`config.mk`:
```
export PLATFORM = sky130hd
export DESIGN_NAME = clint_mh_flat
export DESIGN_NICKNAME = d
export VERILOG_FILES = /design/src/rtl/clint_mh_if.sv /design/src/rtl/clint_mh.sv /design/src/flat_wrapper.sv
export SDC_FILE = /design/constraint.sdc
export NUM_CORES = 1
export LEC_CHECK = 0
export BUFFER_PORTS_ARGS = -buffer_cell sky130_fd_sc_hd__buf_2
export CELL_PAD_IN_SITES_DETAIL_PLACEMENT = 1
export CELL_PAD_IN_SITES_GLOBAL_PLACEMENT = 2
export CORE_MARGIN = 5
export CORE_UTILIZATION = 35
export CTS_CLUSTER_DIAMETER = 80
export DETAILED_ROUTE_END_ITERATION = 6
export HOLD_SLACK_MARGIN = 0.06
export PLACE_DENSITY_LB_ADDON = 0.1
export SLEW_MARGIN = 20
export SYNTH_ARGS = -nofsm -noshare
export SYNTH_HDL_FRONTEND = slang
export SYNTH_SLANG_ARGS = --single-unit
```
`constraint.sdc`:
```
create_clock -name clk -period 26 [get_ports clk]
set_clock_uncertainty 0.05 [all_clocks]
set_input_delay 7.8 -clock clk [delete_from_list [all_inputs] [get_ports clk]]
set_output_delay 7.8 -clock clk [all_outputs]
set_load 0.02 [all_outputs]
```
`src/rtl/clint_mh_if.sv`:
```
`default_nettype none
// +--------------------------------------------------------------------------+
// | Module  : clint_mh_if                                                    |
// | Brief   : 32-bit register request/response channel used by clint_mh.    |
// | Revision: 1.0                                                            |
// +--------------------------------------------------------------------------+
interface clint_mh_if #(
  parameter int ADDR_W = 16
);
  logic              req_valid;
  logic              req_ready;
  logic              req_write;
  logic [ADDR_W-1:0] req_addr;
  logic [31:0]       req_wdata;
  logic              rsp_valid;
  logic              rsp_ready;
  logic [31:0]       rsp_rdata;
  logic              rsp_err;

  modport master (
    output req_valid, req_write, req_addr, req_wdata, rsp_ready,
    input  req_ready, rsp_valid, rsp_rdata, rsp_err
  );

  modport slave (
    input  req_valid, req_write, req_addr, req_wdata, rsp_ready,
    output req_ready, rsp_valid, rsp_rdata, rsp_err
  );
endinterface
`default_nettype wire

```
`src/rtl/clint_mh.sv`:
```
`default_nettype none
// +--------------------------------------------------------------------------+
// | Module  : clint_mh                                                       |
// | Brief   : Multi-hart CLINT: mtime, per-hart mtimecmp/msip, timer and     |
// |           software interrupt lines. Optional prescaler: CLINT_TICK_DIV_EN|
// | Revision: 1.0                                                            |
// +--------------------------------------------------------------------------+
module clint_mh #(
  parameter int NUM_HART = 2,
  parameter int ADDR_W   = 16,
  parameter int TICK_DIV = 4
) (
  input  wire                 clk,
  input  wire                 rst,
  input  wire                 trigger_i,
  clint_mh_if.slave           bus,
  output logic                trigger_edge_o,
  output logic [NUM_HART-1:0] tmr_irq_o,
  output logic [NUM_HART-1:0] sft_irq_o
);

  localparam logic [31:0] c_mtime_lo = 32'h0000_BFF8;
  localparam logic [31:0] c_mtime_hi = 32'h0000_BFFC;

  if (NUM_HART < 1 || NUM_HART > 16 || TICK_DIV < 2 || TICK_DIV > 256) begin : g_param_check
    $error("clint_mh: parameter out of range");
  end

  logic              s1_q, s2_q, s3_q;
  logic [63:0]       mtime_q, mtime_d;
  logic [63:0]       mtimecmp_q [NUM_HART];
  logic [NUM_HART-1:0] msip_q, tmr_irq_q, sft_irq_q;
  logic              rsp_valid_q, rsp_err_q;
  logic [31:0]       rsp_rdata_q;

  logic              w_tick, w_accept, w_wr, w_mapped;
  logic              w_mtime_lo_hit, w_mtime_hi_hit, w_wr_mtime_lo, w_wr_mtime_hi;
  logic [31:0]       w_addr_full, w_addr, w_rd_data;
  logic [NUM_HART-1:0] w_msip_hit, w_cmp_lo_hit, w_cmp_hi_hit;

  // Two-flop synchronizer plus a delay flop; either level change is a tick source.
  always_ff @(posedge clk or posedge rst) begin
    if (rst) begin
      s1_q <= 1'b0;
      s2_q <= 1'b0;
      s3_q <= 1'b0;
    end else begin
      s1_q <= trigger_i;
      s2_q <= s1_q;
      s3_q <= s2_q;
    end
  end

  assign trigger_edge_o = s2_q ^ s3_q;

  assign w_accept    = bus.req_valid & bus.req_ready;
  assign w_wr        = w_accept & bus.req_write;
  assign w_addr_full = 32'(bus.req_addr);
  assign w_addr      = w_addr_full & 32'hFFFF_FFFC;

  assign w_mtime_lo_hit = (w_addr == c_mtime_lo);
  assign w_mtime_hi_hit = (w_addr == c_mtime_hi);
  assign w_wr_mtime_lo  = w_wr & w_mtime_lo_hit;
  assign w_wr_mtime_hi  = w_wr & w_mtime_hi_hit;

  for (genvar h = 0; h < NUM_HART; h++) begin : g_hart
    assign w_msip_hit[h]   = (w_addr == 32'(4 * h));
    assign w_cmp_lo_hit[h] = (w_addr == 32'(32'h4000 + 8 * h));
    assign w_cmp_hi_hit[h] = (w_addr == 32'(32'h4004 + 8 * h));
  end

  assign w_mapped = w_mtime_lo_hit | w_mtime_hi_hit |
                    (|w_msip_hit) | (|w_cmp_lo_hit) | (|w_cmp_hi_hit);

`ifdef CLINT_TICK_DIV_EN
  localparam logic [7:0] c_presc_max = 8'(TICK_DIV - 1);
  logic [7:0] presc_q, presc_d;

  // A software write to mtime restarts the prescaler so the next tick is a full period away.
  always_comb begin
    presc_d = presc_q;
    w_tick  = 1'b0;
    if (trigger_edge_o) begin
      if (presc_q == c_presc_max) begin
        presc_d = 8'd0;
        w_tick  = 1'b1;
      end else begin
        presc_d = presc_q + 8'd1;
      end
    end
    if (w_wr_mtime_lo | w_wr_mtime_hi) presc_d = 8'd0;
  end

  always_ff @(posedge clk or posedge rst) begin
    if (rst) presc_q <= 8'd0;
    else     presc_q <= presc_d;
  end
`else
  assign w_tick = trigger_edge_o;
`endif

  // A write replaces one half and drops any coincident tick.
  always_comb begin
    mtime_d = mtime_q + 64'(w_tick);
    if (w_wr_mtime_lo) mtime_d = {mtime_q[63:32], bus.req_wdata};
    if (w_wr_mtime_hi) mtime_d = {bus.req_wdata, mtime_q[31:0]};
  end

  always_ff @(posedge clk or posedge rst) begin
    if (rst) mtime_q <= 64'd0;
    else     mtime_q <= mtime_d;
  end

  always_ff @(posedge clk or posedge rst) begin
    if (rst) begin
      msip_q    <= '0;
      tmr_irq_q <= '0;
      sft_irq_q <= '0;
      for (int h = 0; h < NUM_HART; h++) mtimecmp_q[h] <= '1;
    end else begin
      for (int h = 0; h < NUM_HART; h++) begin
        if (w_wr && w_msip_hit[h])   msip_q[h]            <= bus.req_wdata[0];
        if (w_wr && w_cmp_lo_hit[h]) mtimecmp_q[h][31:0]  <= bus.req_wdata;
        if (w_wr && w_cmp_hi_hit[h]) mtimecmp_q[h][63:32] <= bus.req_wdata;
        tmr_irq_q[h] <= (mtime_q >= mtimecmp_q[h]);
      end
      sft_irq_q <= msip_q;
    end
  end

  always_comb begin
    w_rd_data = 32'd0;
    if (w_mtime_lo_hit) w_rd_data = mtime_q[31:0];
    if (w_mtime_hi_hit) w_rd_data = mtime_q[63:32];
    for (int h = 0; h < NUM_HART; h++) begin
      if (w_msip_hit[h])   w_rd_data = {31'd0, msip_q[h]};
      if (w_cmp_lo_hit[h]) w_rd_data = mtimecmp_q[h][31:0];
      if (w_cmp_hi_hit[h]) w_rd_data = mtimecmp_q[h][63:32];
    end
  end

  always_ff @(posedge clk or posedge rst) begin
    if (rst) begin
      rsp_valid_q <= 1'b0;
      rsp_rdata_q <= 32'd0;
      rsp_err_q   <= 1'b0;
    end else if (w_accept) begin
      rsp_valid_q <= 1'b1;
      rsp_rdata_q <= bus.req_write ? 32'd0 : w_rd_data;
      rsp_err_q   <= ~w_mapped;
    end else if (bus.rsp_ready) begin
      rsp_valid_q <= 1'b0;
    end
  end

  assign bus.req_ready = ~rsp_valid_q | bus.rsp_ready;
  assign bus.rsp_valid = rsp_valid_q;
  assign bus.rsp_rdata = rsp_rdata_q;
  assign bus.rsp_err   = rsp_err_q;
  assign tmr_irq_o     = tmr_irq_q;
  assign sft_irq_o     = sft_irq_q;

endmodule
`default_nettype wire

```
`src/flat_wrapper.sv`:
```
// flat-port wrapper written by rule: the top's interface ports become plain ports
module clint_mh_flat 
#(
  parameter int NUM_HART = 2,
  parameter int ADDR_W   = 16,
  parameter int TICK_DIV = 4
)
  (clk, rst, trigger_i, trigger_edge_o, tmr_irq_o, sft_irq_o, bus_req_valid, bus_req_write, bus_req_addr, bus_req_wdata, bus_rsp_ready, bus_req_ready, bus_rsp_valid, bus_rsp_rdata, bus_rsp_err);
  clint_mh_if #(.ADDR_W(ADDR_W)) bus_i ();
  input  wire clk;
  input  wire rst;
  input  wire trigger_i;
  output logic trigger_edge_o;
  output logic [NUM_HART-1:0] tmr_irq_o;
  output logic [NUM_HART-1:0] sft_irq_o;
  input wire logic [$bits(bus_i.req_valid)-1:0] bus_req_valid;
  input wire logic [$bits(bus_i.req_write)-1:0] bus_req_write;
  input wire logic [$bits(bus_i.req_addr)-1:0] bus_req_addr;
  input wire logic [$bits(bus_i.req_wdata)-1:0] bus_req_wdata;
  input wire logic [$bits(bus_i.rsp_ready)-1:0] bus_rsp_ready;
  output wire logic [$bits(bus_i.req_ready)-1:0] bus_req_ready;
  output wire logic [$bits(bus_i.rsp_valid)-1:0] bus_rsp_valid;
  output wire logic [$bits(bus_i.rsp_rdata)-1:0] bus_rsp_rdata;
  output wire logic [$bits(bus_i.rsp_err)-1:0] bus_rsp_err;
  assign bus_i.req_valid = bus_req_valid;
  assign bus_i.req_write = bus_req_write;
  assign bus_i.req_addr = bus_req_addr;
  assign bus_i.req_wdata = bus_req_wdata;
  assign bus_i.rsp_ready = bus_rsp_ready;
  assign bus_req_ready = bus_i.req_ready;
  assign bus_rsp_valid = bus_i.rsp_valid;
  assign bus_rsp_rdata = bus_i.rsp_rdata;
  assign bus_rsp_err = bus_i.rsp_err;
  clint_mh #(.NUM_HART(NUM_HART), .ADDR_W(ADDR_W), .TICK_DIV(TICK_DIV)) u_core (.clk(clk), .rst(rst), .trigger_i(trigger_i), .bus(bus_i), .trigger_edge_o(trigger_edge_o), .tmr_irq_o(tmr_irq_o), .sft_irq_o(sft_irq_o));
endmodule
```
==> key figures <==
Clock tree
  – Number of clock sinks seen by CTS: 235
  – Clock tree from TritonCTS: built
  – Count of hold buffers inserted by post-cts repair: 0
  – Buffer levels on the longest clock path: 3
  – Clock insertion delay at the later pin of the skew report: between 500 and 600 ps
  – Number of buffers inserted to repair setup after CTS: 0
  – Root cell of the clock tree: sky130_fd_sc_hd__clkbuf_16
  – Number of H-tree levels: 1
  – CTS Buf Count: 30
  – Cts repair resizes: 0
  – Clock slew at reported path FFs: approximately 60 ps

Placement
  – Count of buffers inserted at the top-level ports: 91
  – RD Place Congestion: about 0.83
  – HPWL reported at the end of detailed placement: just under 40 mm
  – Number of placed instances, taps included: between 2k and 2.5k

Routing
  – Final WL: 55.6 mm
  – Number of vias after detailed routing: between 10k and 15k
  – Met2 wire length: around 26 mm
  – Number of vias per cell after detailed routing: around 5.8
  – Uppermost layer routed: met4
  – Violation count after the first detailed-routing iteration: slightly below 700
  – Average wire per standard cell: between 20 and 25 um
  – Router iterations before antenna repair: 5
  – Total DRC errors in the routed layout: 0
  – Met3 layer wire length in the routed design: 1.81 mm
  – Antenna violation net count after detailed routing: 0
  – DRT met1 WL: 26.5 mm

Worst hold path
  – Number of cells on the worst hold path: 0
  – Class of the tightest hold or removal check: reg2reg

Setup path
  – Arrival time at the worst endpoint: around 8300 ps
  – CP Class: in2out
  – Number of cells on the worst reg-to-reg path: 9
  – Endpoint class of the critical path: output port
  – Required time of the critical path: roughly 18000 ps
  – Critical Path Fanout Max: 5
  – Crit start category: input port

Cells and area
  – Ratio of cells with drive above 1 in the final layout: between 20% and 30%
  – Ant. Diodes: 0
  – Growth of design area from synthesis to finish: 13.4%
  – Number of nets in the layout: approximately 1.9k
  – Final cell count without fillers: around 2.3k

Die
  – Starting Density: 35.5%
  – Die span in y: 217 um
  – Overall die area: roughly 47000 um^2
  – Standard cell core area: roughly 42000 um^2
  – Row count: 75
  – Die boundary width: 217 um
  – Number of top-level design ports: 94

Timing
  – Pin slew with the least headroom to its limit: between 1000 and 1500 ps
  – Final slew viol count: 0
  – Minimum clock period after layout: 16150 ps
  – Max Clock Freq: 61.9 MHz
  – Period utilization: ~62%
  – Count of endpoints failing hold in the final timing report: 0
  – Number of failing setup endpoints in the final timing report: 0
  – Worst hold slack after final layout: just over 300 ps
  – Rel. slew slack: 25.2%
  – Setup repair after global routing missed its margin: false
  – Setup TNS: 0 ps

Yosys
  – Cells after Synth: 1637
  – Post-synthesis sequential element count: 235
  – Fraction of the yosys area taken by sequential cells: between 40% and 50%
  – Yosys warning total: 0
  – Most used flip-flop cell after synthesis: sky130_fd_sc_hd__dfstp_2
  – Share of flip-flops with an asynchronous set or reset after synthesis: 100%
  – EDFF count, synth: 0
  – Synthesized Nets: approximately 1.8k
  – Yosys cell types: 67
  – Mean instance size in the synthesized netlist: between 9 and 10 um^2
  – Synthesized area: around 15000 um^2

Power
  – Fraction of power spent switching nets: a little over a quarter
  – Worst ir drop on vdd: 0.0508 mV
  – Part of the power in registers: a little over two fifths
  – Clock Power Share: 47.7%
  – Leakage power total: roughly 7.4 nW
  – P_int: about 0.66 mW
  – Combinational power share: 8.6%
  – Total net switching power: ~0.24 mW
  – Cell area power density: around 53 nW/um^2

Outcome
  – Run status: finished clean

Global routing
  – Vias in the first global route: roughly 14k
  – Total congestion overflow after global routing: 0
  – Wire length of the first global-routing pass: 86.3 mm
  – Maximum number of pins on one net before global-route repair: about 130
  – Global routing usage summed across all routing layers: 23.3%
  – Number of antenna violations at the first check in global routing: 0

Job
  – Max-cap violation count: 0
## cell usage after synthesis (4+ instances only)
library cell                count  area share, %
sky130_fd_sc_hd__nand2_1      134            3.4
sky130_fd_sc_hd__o211ai_1      12           0.60
sky130_fd_sc_hd__mux2i_1       36            2.4
sky130_fd_sc_hd__nand2b_1       7           0.29
sky130_fd_sc_hd__o21ai_0      173            5.8
sky130_fd_sc_hd__o221a_2        8           0.60
sky130_fd_sc_hd__mux2_1        30            2.3
sky130_fd_sc_hd__o2111ai_1      4           0.23
sky130_fd_sc_hd__and4_1         7           0.41
sky130_fd_sc_hd__or3_1          4           0.17
sky130_fd_sc_hd__a221oi_1      34            2.0
sky130_fd_sc_hd__nor3_1        62            2.1
sky130_fd_sc_hd__a22oi_1       33            1.7
sky130_fd_sc_hd__buf_1          9           0.23
sky130_fd_sc_hd__o22ai_1        6           0.25
sky130_fd_sc_hd__nor4_1        11           0.46
sky130_fd_sc_hd__a211o_1        5           0.29
sky130_fd_sc_hd__or4_1          5           0.25
sky130_fd_sc_hd__a21oi_1       98            3.3
sky130_fd_sc_hd__dfstp_2      128             22
sky130_fd_sc_hd__mux2_2        37            2.8
sky130_fd_sc_hd__buf_2         15           0.50
sky130_fd_sc_hd__nor3b_1        4           0.20
sky130_fd_sc_hd__and2_1         9           0.38
sky130_fd_sc_hd__nand4_1       45            1.9
sky130_fd_sc_hd__ha_1         130             11
sky130_fd_sc_hd__and3_1        17           0.71
sky130_fd_sc_hd__o32ai_1       10           0.59
sky130_fd_sc_hd__a31oi_1        5           0.21
sky130_fd_sc_hd__dfrtp_1      107             18
sky130_fd_sc_hd__o21ai_1       13           0.43
sky130_fd_sc_hd__o21a_1         4           0.20
sky130_fd_sc_hd__a311oi_1      11           0.64
sky130_fd_sc_hd__a2111oi_0      4           0.23
sky130_fd_sc_hd__nor2_1       105            2.6
sky130_fd_sc_hd__clkbuf_1      57            1.4
sky130_fd_sc_hd__a211oi_1      27            1.4
sky130_fd_sc_hd__nand3_1       40            1.3
sky130_fd_sc_hd__inv_1        144            3.6
## metrics by stage
step           cell area [um^2]  worst slack (ps)  power (mW)  utilization (%)
2_1_floorplan             15000             10090       0.440                -
3_3_place_gp              16000              9870       0.475             37.9
3_5_place_dp              16000              9850       0.477             37.9
4_1_cts                   17000              9850       0.916             40.3
5_1_grt                   17000              9820       0.941             40.3
6_report                  17000              9850       0.901             40.3
## metal layers
| layer | vias to the layer above | track usage (%) |
|---|---|---|
| li1 | 6137 | - |
| met2 | 212 | 38.5 |
| met5 | - | 0 |
| met3 | 75 | 2.33 |
| met4 | 0 | 5.11 |
| met1 | 6744 | 33.3 |
## final timing paths
path / from / end / slack (ps)
max: bus_rsp_ready / bus_req_ready / 9850
min: u_core.s1_q / u_core.s2_q / 300
max reg2reg: u_core.s3_q / u_core.mtime_q[54] / 22060
min reg2reg: u_core.s1_q / u_core.s2_q / 300
max in group asynchronous: rst / u_core.bus.rsp_rdata[14] / 17350
min in group asynchronous: rst / u_core.s3_q / 7310
## power groups by stage
stage / Clock [mW] / Sequential (mW) / Combinational (mW)
global placement: 0 / 0.399 / 0.0760
global route: 0.457 / 0.396 / 0.0883
finish: 0.430 / 0.394 / 0.0773
detailed placement: 0 / 0.400 / 0.0778
CTS: 0.444 / 0.394 / 0.0785
floorplan: 0 / 0.392 / 0.0483
## final cells by class
class / instances / area [um^2]
Inverter: 144 / 548
Fill cell: 4852 / 25200
Timing Repair Buffer: 111 / 618
Tap cell: 539 / 674
Clock inverter: 7 / 62.6
Multi-Input combinational cell: 1175 / 8090
Clock buffer: 48 / 941
Sequential cell: 235 / 6040
## layout by cell type, fill, tap and decap left out, types with 8 or more instances in the layout
cell type / n
sky130_fd_sc_hd__nand4_1: 45
sky130_fd_sc_hd__dfrtp_1: 107
sky130_fd_sc_hd__mux2_1: 30
sky130_fd_sc_hd__clkbuf_8: 8
sky130_fd_sc_hd__buf_4: 19
sky130_fd_sc_hd__ha_1: 130
sky130_fd_sc_hd__a311oi_1: 11
sky130_fd_sc_hd__a221oi_1: 34
sky130_fd_sc_hd__dfstp_2: 128
sky130_fd_sc_hd__clkbuf_16: 32
sky130_fd_sc_hd__nor4_1: 10
sky130_fd_sc_hd__a21oi_1: 98
sky130_fd_sc_hd__o21ai_1: 13
sky130_fd_sc_hd__and3_1: 17
sky130_fd_sc_hd__clkbuf_1: 8
sky130_fd_sc_hd__a22oi_1: 33
sky130_fd_sc_hd__mux2_2: 37
sky130_fd_sc_hd__nand3_1: 40
sky130_fd_sc_hd__nor2_1: 104
sky130_fd_sc_hd__o21ai_0: 173
sky130_fd_sc_hd__a211oi_1: 27
sky130_fd_sc_hd__o221a_2: 8
sky130_fd_sc_hd__inv_1: 143
sky130_fd_sc_hd__nor3_1: 60
sky130_fd_sc_hd__nand2_1: 132
sky130_fd_sc_hd__o32ai_1: 10
sky130_fd_sc_hd__mux2i_1: 36
sky130_fd_sc_hd__buf_2: 91
sky130_fd_sc_hd__o211ai_1: 12
sky130_fd_sc_hd__and2_1: 8
## worst max-delay path, cell delays in order
cell and delay [ps]:
sky130_fd_sc_hd__buf_2 90, sky130_fd_sc_hd__nand2b_1 210, sky130_fd_sc_hd__buf_2 200
## cells by family after synthesis
group | Yosys count | synth area share (%)
DFF | 235 | 40.4
adders and majority gates | 130 | 10.9
buffers and inverters | 227 | 5.85
and+or+nand+nor | 473 | 15.8
xor gates and xnor gates | 5 | 0.293
muxes | 103 | 7.45
AOI/OAI and AO/OA | 464 | 19.3
## sequential cells by signal, summed over array words and instances (netlist names)
signal,flops
u_core.s1_q,1
u_core.msip_q,2
u_core.mtimecmp_q,128
u_core.bus.rsp_valid,1
u_core.bus.rsp_rdata,32
u_core.s2_q,1
u_core.mtime_q,64
u_core.tmr_irq_o,2
u_core.bus.rsp_err,1
u_core.s3_q,1
u_core.sft_irq_o,2
Note: power is estimated with default switching activity, not from simulation.
